### config.mk
export PLATFORM = sky130hd
export DESIGN_NAME = vga_scanout
export DESIGN_NICKNAME = d
export VERILOG_FILES = /design/src/rtl/vga_scanout_pkg.sv /design/src/rtl/vga_scanout_shift_register_vector.sv /design/src/rtl/vga_scanout.sv
export SDC_FILE = /design/constraint.sdc
export NUM_CORES = 1
export LEC_CHECK = 0
export CAP_MARGIN = 20
export CORE_UTILIZATION = 48
export CTS_BUF_LIST = sky130_fd_sc_hd__clkbuf_16
export CTS_CLUSTER_DIAMETER = 150
export DETAILED_ROUTE_END_ITERATION = 12
export PLACE_DENSITY = 0.81
export SYNTH_ARGS = -nofsm -noshare
export SYNTH_HDL_FRONTEND = slang
export SYNTH_HIERARCHICAL = 1
export SYNTH_SLANG_ARGS = --single-unit
### constraint.sdc
create_clock -name clk -period 4.3 [get_ports clk]
set_input_delay 1.29 -clock clk [delete_from_list [all_inputs] [get_ports clk]]
set_output_delay 1.29 -clock clk [all_outputs]
set_load 0.02 [all_outputs]
### src/rtl/vga_scanout_pkg.sv
// Shared VGA timing defaults, raster counter width and RGB332 field layout
// used by the scan-out stage and its delay line.
package vga_scanout_pkg;

   localparam int DEF_H_VISIBLE   = 640;
   localparam int DEF_H_FRONT     = 16;
   localparam int DEF_H_SYNC      = 96;
   localparam int DEF_H_BACK      = 48;
   localparam int DEF_V_VISIBLE   = 480;
   localparam int DEF_V_FRONT     = 10;
   localparam int DEF_V_SYNC      = 2;
   localparam int DEF_V_BACK      = 33;
   localparam int DEF_COLOR_DELAY = 7;

   localparam int DEF_H_TOTAL  = DEF_H_VISIBLE + DEF_H_FRONT + DEF_H_SYNC + DEF_H_BACK;
   localparam int DEF_V_TOTAL  = DEF_V_VISIBLE + DEF_V_FRONT + DEF_V_SYNC + DEF_V_BACK;
   localparam int DEF_HS_START = DEF_H_VISIBLE + DEF_H_FRONT;
   localparam int DEF_HS_END   = DEF_HS_START + DEF_H_SYNC;
   localparam int DEF_VS_START = DEF_V_VISIBLE + DEF_V_FRONT;
   localparam int DEF_VS_END   = DEF_VS_START + DEF_V_SYNC;

   // Internal raster counter width; the 32-bit count ports are zero-extended.
   localparam int COUNT_W = 16;

   // MSB position of each RGB332 field.
   localparam int R_MSB = 7;
   localparam int G_MSB = 4;
   localparam int B_MSB = 1;

   typedef enum logic [1:0] {
      PH_HOLD,
      PH_FLUSH,
      PH_LIVE
   } phase_t;

   typedef struct packed {
      logic [3:0] r;
      logic [3:0] g;
      logic [3:0] b;
   } rgb444_t;

   function automatic rgb444_t expand_rgb332(input logic [7:0] c);
      rgb444_t x;
      x.r = {c[R_MSB -: 3], c[R_MSB]};
      x.g = {c[G_MSB -: 3], c[G_MSB]};
      x.b = {c[B_MSB -: 2], c[B_MSB -: 2]};
      return x;
   endfunction

endpackage

### src/rtl/vga_scanout_shift_register_vector.sv
// Plain DEPTH-stage delay line for a WIDTH-bit vector, no reset.
// DEPTH of 0 degenerates to a wire.
module shift_register_vector #(
   parameter int WIDTH = 3,
   parameter int DEPTH = 1
) (
   input  logic             clk,
   input  logic [WIDTH-1:0] d,
   output logic [WIDTH-1:0] q
);

   generate
      if (DEPTH == 0) begin : g_bypass
         assign q = d;
      end else begin : g_shift
         logic [DEPTH-1:0][WIDTH-1:0] taps;

         always_ff @(posedge clk) begin
            taps[0] <= d;
            for (int i = 1; i < DEPTH; i++) begin
               taps[i] <= taps[i-1];
            end
         end

         assign q = taps[DEPTH-1];
      end
   endgenerate

endmodule

### src/rtl/vga_scanout.sv
// VGA timing master and scan-out: raster counters out, delayed RGB332 back in,
// sync/blank realigned to the returned color and registered onto the pins.
module vga_scanout
   import vga_scanout_pkg::*;
#(
   parameter int H_VISIBLE   = DEF_H_VISIBLE,
   parameter int H_FRONT     = DEF_H_FRONT,
   parameter int H_SYNC      = DEF_H_SYNC,
   parameter int H_BACK      = DEF_H_BACK,
   parameter int V_VISIBLE   = DEF_V_VISIBLE,
   parameter int V_FRONT     = DEF_V_FRONT,
   parameter int V_SYNC      = DEF_V_SYNC,
   parameter int V_BACK      = DEF_V_BACK,
   parameter int COLOR_DELAY = DEF_COLOR_DELAY
) (
   input  logic               clk,
   input  logic               reset,
   output logic signed [31:0] count_h,
   output logic signed [31:0] count_v,
   input  logic [7:0]         color_in,
   output logic               frame_start,
   output logic               vblank,
   output logic               vga_hs,
   output logic               vga_vs,
   output logic               vga_de,
   output logic [3:0]         vga_r,
   output logic [3:0]         vga_g,
   output logic [3:0]         vga_b
);

   localparam int H_TOTAL = H_VISIBLE + H_FRONT + H_SYNC + H_BACK;
   localparam int V_TOTAL = V_VISIBLE + V_FRONT + V_SYNC + V_BACK;

   localparam logic [COUNT_W-1:0] H_LAST     = COUNT_W'(H_TOTAL - 1);
   localparam logic [COUNT_W-1:0] V_LAST     = COUNT_W'(V_TOTAL - 1);
   localparam logic [COUNT_W-1:0] H_VIS_C    = COUNT_W'(H_VISIBLE);
   localparam logic [COUNT_W-1:0] V_VIS_C    = COUNT_W'(V_VISIBLE);
   localparam logic [COUNT_W-1:0] HS_START_C = COUNT_W'(H_VISIBLE + H_FRONT);
   localparam logic [COUNT_W-1:0] HS_END_C   = COUNT_W'(H_VISIBLE + H_FRONT + H_SYNC);
   localparam logic [COUNT_W-1:0] VS_START_C = COUNT_W'(V_VISIBLE + V_FRONT);
   localparam logic [COUNT_W-1:0] VS_END_C   = COUNT_W'(V_VISIBLE + V_FRONT + V_SYNC);

   localparam int FLUSH_W = (COLOR_DELAY > 1) ? $clog2(COLOR_DELAY) : 1;
   localparam logic [FLUSH_W-1:0] FLUSH_LAST =
      (COLOR_DELAY > 0) ? FLUSH_W'(COLOR_DELAY - 1) : '0;

   phase_t               phase_reg, phase_next;
   logic [FLUSH_W-1:0]   flush_reg, flush_next;
   logic [COUNT_W-1:0]   h_cnt_reg, h_cnt_next;
   logic [COUNT_W-1:0]   v_cnt_reg, v_cnt_next;
   logic                 counting;
   logic                 de_raw, hs_raw, vs_raw;
   logic [2:0]           timing_dly;
   logic                 dly_valid;
   logic                 de_dly, hs_dly, vs_dly;
   rgb444_t              pix;

   // HOLD covers the first edge after release so the raster starts at (0,0);
   // FLUSH then waits out the uninitialised delay line before trusting it.
   always_comb begin
      phase_next = phase_reg;
      flush_next = flush_reg;
      case (phase_reg)
         PH_HOLD: begin
            flush_next = '0;
            phase_next = (COLOR_DELAY == 0) ? PH_LIVE : PH_FLUSH;
         end
         PH_FLUSH: begin
            flush_next = flush_reg + 1'b1;
            if (flush_reg == FLUSH_LAST) begin
               phase_next = PH_LIVE;
            end
         end
         PH_LIVE: begin
            phase_next = PH_LIVE;
         end
         default: begin
            phase_next = PH_HOLD;
         end
      endcase
   end

   assign counting = (phase_reg != PH_HOLD);

   always_comb begin
      h_cnt_next = h_cnt_reg;
      v_cnt_next = v_cnt_reg;
      if (counting) begin
         if (h_cnt_reg == H_LAST) begin
            h_cnt_next = '0;
            v_cnt_next = (v_cnt_reg == V_LAST) ? '0 : v_cnt_reg + 1'b1;
         end else begin
            h_cnt_next = h_cnt_reg + 1'b1;
         end
      end
   end

   always_ff @(posedge clk) begin
      if (!reset) begin
         phase_reg <= PH_HOLD;
         flush_reg <= '0;
         h_cnt_reg <= '0;
         v_cnt_reg <= '0;
      end else begin
         phase_reg <= phase_next;
         flush_reg <= flush_next;
         h_cnt_reg <= h_cnt_next;
         v_cnt_reg <= v_cnt_next;
      end
   end

   assign count_h     = $signed(32'(h_cnt_reg));
   assign count_v     = $signed(32'(v_cnt_reg));
   assign frame_start = counting && (h_cnt_reg == '0) && (v_cnt_reg == '0);
   assign vblank      = (v_cnt_reg >= V_VIS_C);

   assign de_raw = (h_cnt_reg < H_VIS_C) && (v_cnt_reg < V_VIS_C);
   assign hs_raw = !((h_cnt_reg >= HS_START_C) && (h_cnt_reg < HS_END_C));
   assign vs_raw = !((v_cnt_reg >= VS_START_C) && (v_cnt_reg < VS_END_C));

   shift_register_vector #(
      .WIDTH (3),
      .DEPTH (COLOR_DELAY)
   ) u_align (
      .clk (clk),
      .d   ({de_raw, hs_raw, vs_raw}),
      .q   (timing_dly)
   );

   assign dly_valid = (phase_reg == PH_LIVE);
   assign de_dly    = dly_valid & timing_dly[2];
   assign hs_dly    = ~dly_valid | timing_dly[1];
   assign vs_dly    = ~dly_valid | timing_dly[0];
   assign pix       = expand_rgb332(color_in);

   always_ff @(posedge clk) begin
      if (!reset) begin
         vga_de <= 1'b0;
         vga_hs <= 1'b1;
         vga_vs <= 1'b1;
         vga_r  <= '0;
         vga_g  <= '0;
         vga_b  <= '0;
      end else begin
         vga_de <= de_dly;
         vga_hs <= hs_dly;
         vga_vs <= vs_dly;
         vga_r  <= de_dly ? pix.r : 4'h0;
         vga_g  <= de_dly ? pix.g : 4'h0;
         vga_b  <= de_dly ? pix.b : 4'h0;
      end
   end

endmodule

==> impl_metrics.tcl <==
set metrics [dict create \
    tightest_slew_ns 0.541 \
    wl_per_cell_um 13.8 \
    cts.path.max_buffers 2 \
    syn_to_final_growth_pct 24.2 \
    synth_top_family_by_area "simple AND/OR/NAND/NOR gates" \
    p_sw_frac 0.254 \
    htree_levels 3 \
    period_minus_slack_ns 3.91 \
    cp_slowest_stage_delay_ns 0.68 \
    reg2reg_depth 6 \
    drv_cap 0 \
    firstDrtPassIters 4 \
    synth_area_um2 3110 \
    die_y_um 82.5 \
    chipWidth_um 82.5 \
    startpoint "v_cnt_reg[15]" \
    async_reset_ff_frac 0 \
    timing.rr.start "phase_reg[0]" \
    cts_buffers 9 \
    drt_iter0_drc 153 \
    drc 0 \
    end_kind "output pin" \
    synth.most_common_cell "dfxtp_1" \
    status "finished clean" \
    yosysTopAreaCellShare 0.444 \
    routabilityCongestion 0.848 \
    synthCells 341 \
    yosysUniqueCellTypes 45 \
    met2_length_um 3100 \
    highest_layer "met4" \
    wirelength_met1_um 2710 \
    layout-drive-gt1-share 0.0587 \
    hold_viol 0 \
    synthAdderAreaFrac 0.0362 \
    ys_seq_area_frac 0.444 \
    io_buffers 58 \
    ys_warn_count 6 \
    diodes 0 \
    synth_edf_count 0 \
    finClkSkew_ns 0.00845 \
    rrSetupSlack_ns 1.70 \
    initial_core_util 0.510 \
    viasPerCell 5.21 \
    row_count 28 \
    synth_common_cells "69 x dfxtp_1, 39 x buf_4, 35 x nor2_1, 16 x nand3_1, 15 x nand2_1" \
    ioPinCount 91 \
    grt_max_degree 17 \
    hold_buffers 0 \
    wirelength_um 6430 \
    comb_power_share 0.152 \
    yosysTopAreaCell "dfxtp_1" \
    cpMostUsedCell "nor4_1" \
    post-route-period-util 0.909 \
    setup-violations-final 0 \
    p_int_w 0.00129 \
    postLayoutCellArea_um2 3860 \
    fill_cells 483 \
    whs_ns 0.325 \
    required_ns 3.01 \
    pwr-share-seq 0.401 \
    clock_latency_ns 0.33 \
    power_switching_w 0.000439 \
    design.die.area_um2 6810 \
    via_count 2431 \
    cts_setup_buffers 0 \
    crit_path_end "frame_start" \
    synthFlopType "dfxtp_1" \
    clockPowerShare 0.447 \
    critical_path.max_fanout 4 \
    coreArea_um2 6100 \
    largest_reg_flops 18 \
    synth_xor_area_frac 0.0507 \
    antenna_found_initial 0 \
    cts_tree "done" \
    power.total_w 0.00173 \
    cts.sinks 69 \
    muxShareOfSynthArea 0.00965 \
    rsz0062_at_grt "no" \
    ys_ff_latch 69 \
    fin_setup_tns_ns 0 \
    hpwl_um 4410 \
    synth.area.top_cells "dfxtp_1 44%, buf_4 9.4%, nor2_1 4.2%, ha_1 3.6%, xnor2_1 3.4%" \
    drv_slew 0 \
    max_freq_ghz 0.256 \
    grt.total_usage 0.203 \
    synth_area_per_cell_um2 9.12 \
    path_class "reg2out" \
    whs_path_depth 0 \
    synth_simple_gate_area_frac 0.269 \
    overflow 0 \
    synth_compound_area_frac 0.0587 \
    route.met3.wl_um 506 \
    postCtsResizedCells 0 \
    worstPathCellList "nor4_1 > nand2_1 > nor3_1 > nand4_1 > nor4_1 > clkdlybuf4s50_1" \
    ir_drop_uv 306 \
    min_path_type "reg2reg" \
    leakage_nw 1.47 \
    place_area_um2 3550 \
    critPathArrivalTime_ns 2.62 \
    grt_pass1_wl_um 10300 \
    start_kind "flip-flop" \
    clkTransAtPathRegs_ns 0.06 \
    grt_pass1_vias 2234 \
    antenna_left 0 \
    power_density_nw_per_um2 447 \
    r2r_end "h_cnt_reg[10]" \
    cts_root_buffer "clkbuf_16" \
    slew_headroom 0.639 \
    utilization 0.634 \
    nets 406 \
    crit_slowest_cell "clkdlybuf4s50_1" \
]
## cell usage in the layout, fill, tap and decap left out, drive strengths merged, types with 9 or more instances in the layout
master	synthesis	layout
o21ai	9	9
xnor2	12	12
nor4	9	9
nand2	16	16
nand4	11	11
clkdlybuf4s50	0	58
dfxtp	69	69
inv	12	13
a21boi	9	9
nor2	35	35
and2	10	10
conb	1	32
ha	9	9
clkbuf	14	9
nand3	16	16
## power groups by stage
stage / Combinational (W) / Clock (W) / Sequential, W
detailed placement: 0.000260 / 0 / 0.000706
CTS: 0.000263 / 0.000785 / 0.000693
floorplan: 0.000176 / 0 / 0.000723
global route: 0.000287 / 0.000810 / 0.000697
finish: 0.000262 / 0.000772 / 0.000692
global placement: 0.000252 / 0 / 0.000702
## how the worst min path moves through the flow
stage | startpoint | endpoint | slack, ns
finish | u_align/g_shift.taps[13] | u_align/g_shift.taps[16] | 0.33
global route | u_align/g_shift.taps[4] | u_align/g_shift.taps[7] | 0.33
CTS | u_align/g_shift.taps[4] | u_align/g_shift.taps[7] | 0.32
detailed placement | u_align/g_shift.taps[4] | u_align/g_shift.taps[7] | 0.31
global placement | u_align/g_shift.taps[4] | u_align/g_shift.taps[7] | 0.31
floorplan | u_align/g_shift.taps[7] | u_align/g_shift.taps[10] | 0.31
## area by class of cell
| cell class | count | area, µm² | area share |
|---|---|---|---|
| multi-input cells | 236 | 1440 | 0.372 |
| inverters | 12 | 45.0 | 0.0117 |
| clock buffers | 9 | 225 | 0.0583 |
| flip-flops and latches | 69 | 1380 | 0.358 |
| repair buffers | 59 | 588 | 0.152 |
| clock inverters | 7 | 91.3 | 0.0236 |
| well taps | 75 | 93.8 | 0.0243 |
## worst max-delay path, delay by kind of cell (launching register included)
family                 cells  cell delay, ns
DFF                        1            0.34
buffers and inverters      1            0.68
and+or+nand+nor            5            1.28
## logic make-up after synthesis
| group | Yosys count |
|---|---|
| flops | 69 |
| other cells | 1 |
| mux | 3 |
| fa+ha+maj | 9 |
| xor+xnor | 18 |
| simple gates | 147 |
| compound gates | 27 |
| buf+inv | 67 |
## per-layer routing
metal  up-vias  global-route usage
li1       1194                   -
met1      1134               0.247
met2        90               0.322
met3        13              0.0648
met4         0               0.102
met5         -                   0
## stage by stage
step | setup slack (ns) | cells
2_1_floorplan | 1.17 | 372
3_3_place_gp | 0.854 | 451
3_5_place_dp | 0.776 | 451
4_1_cts | 0.435 | 467
5_1_grt | 0.218 | 467
6_report | 0.392 | 467
No activity file was read; power rests on OpenSTA's default activity.
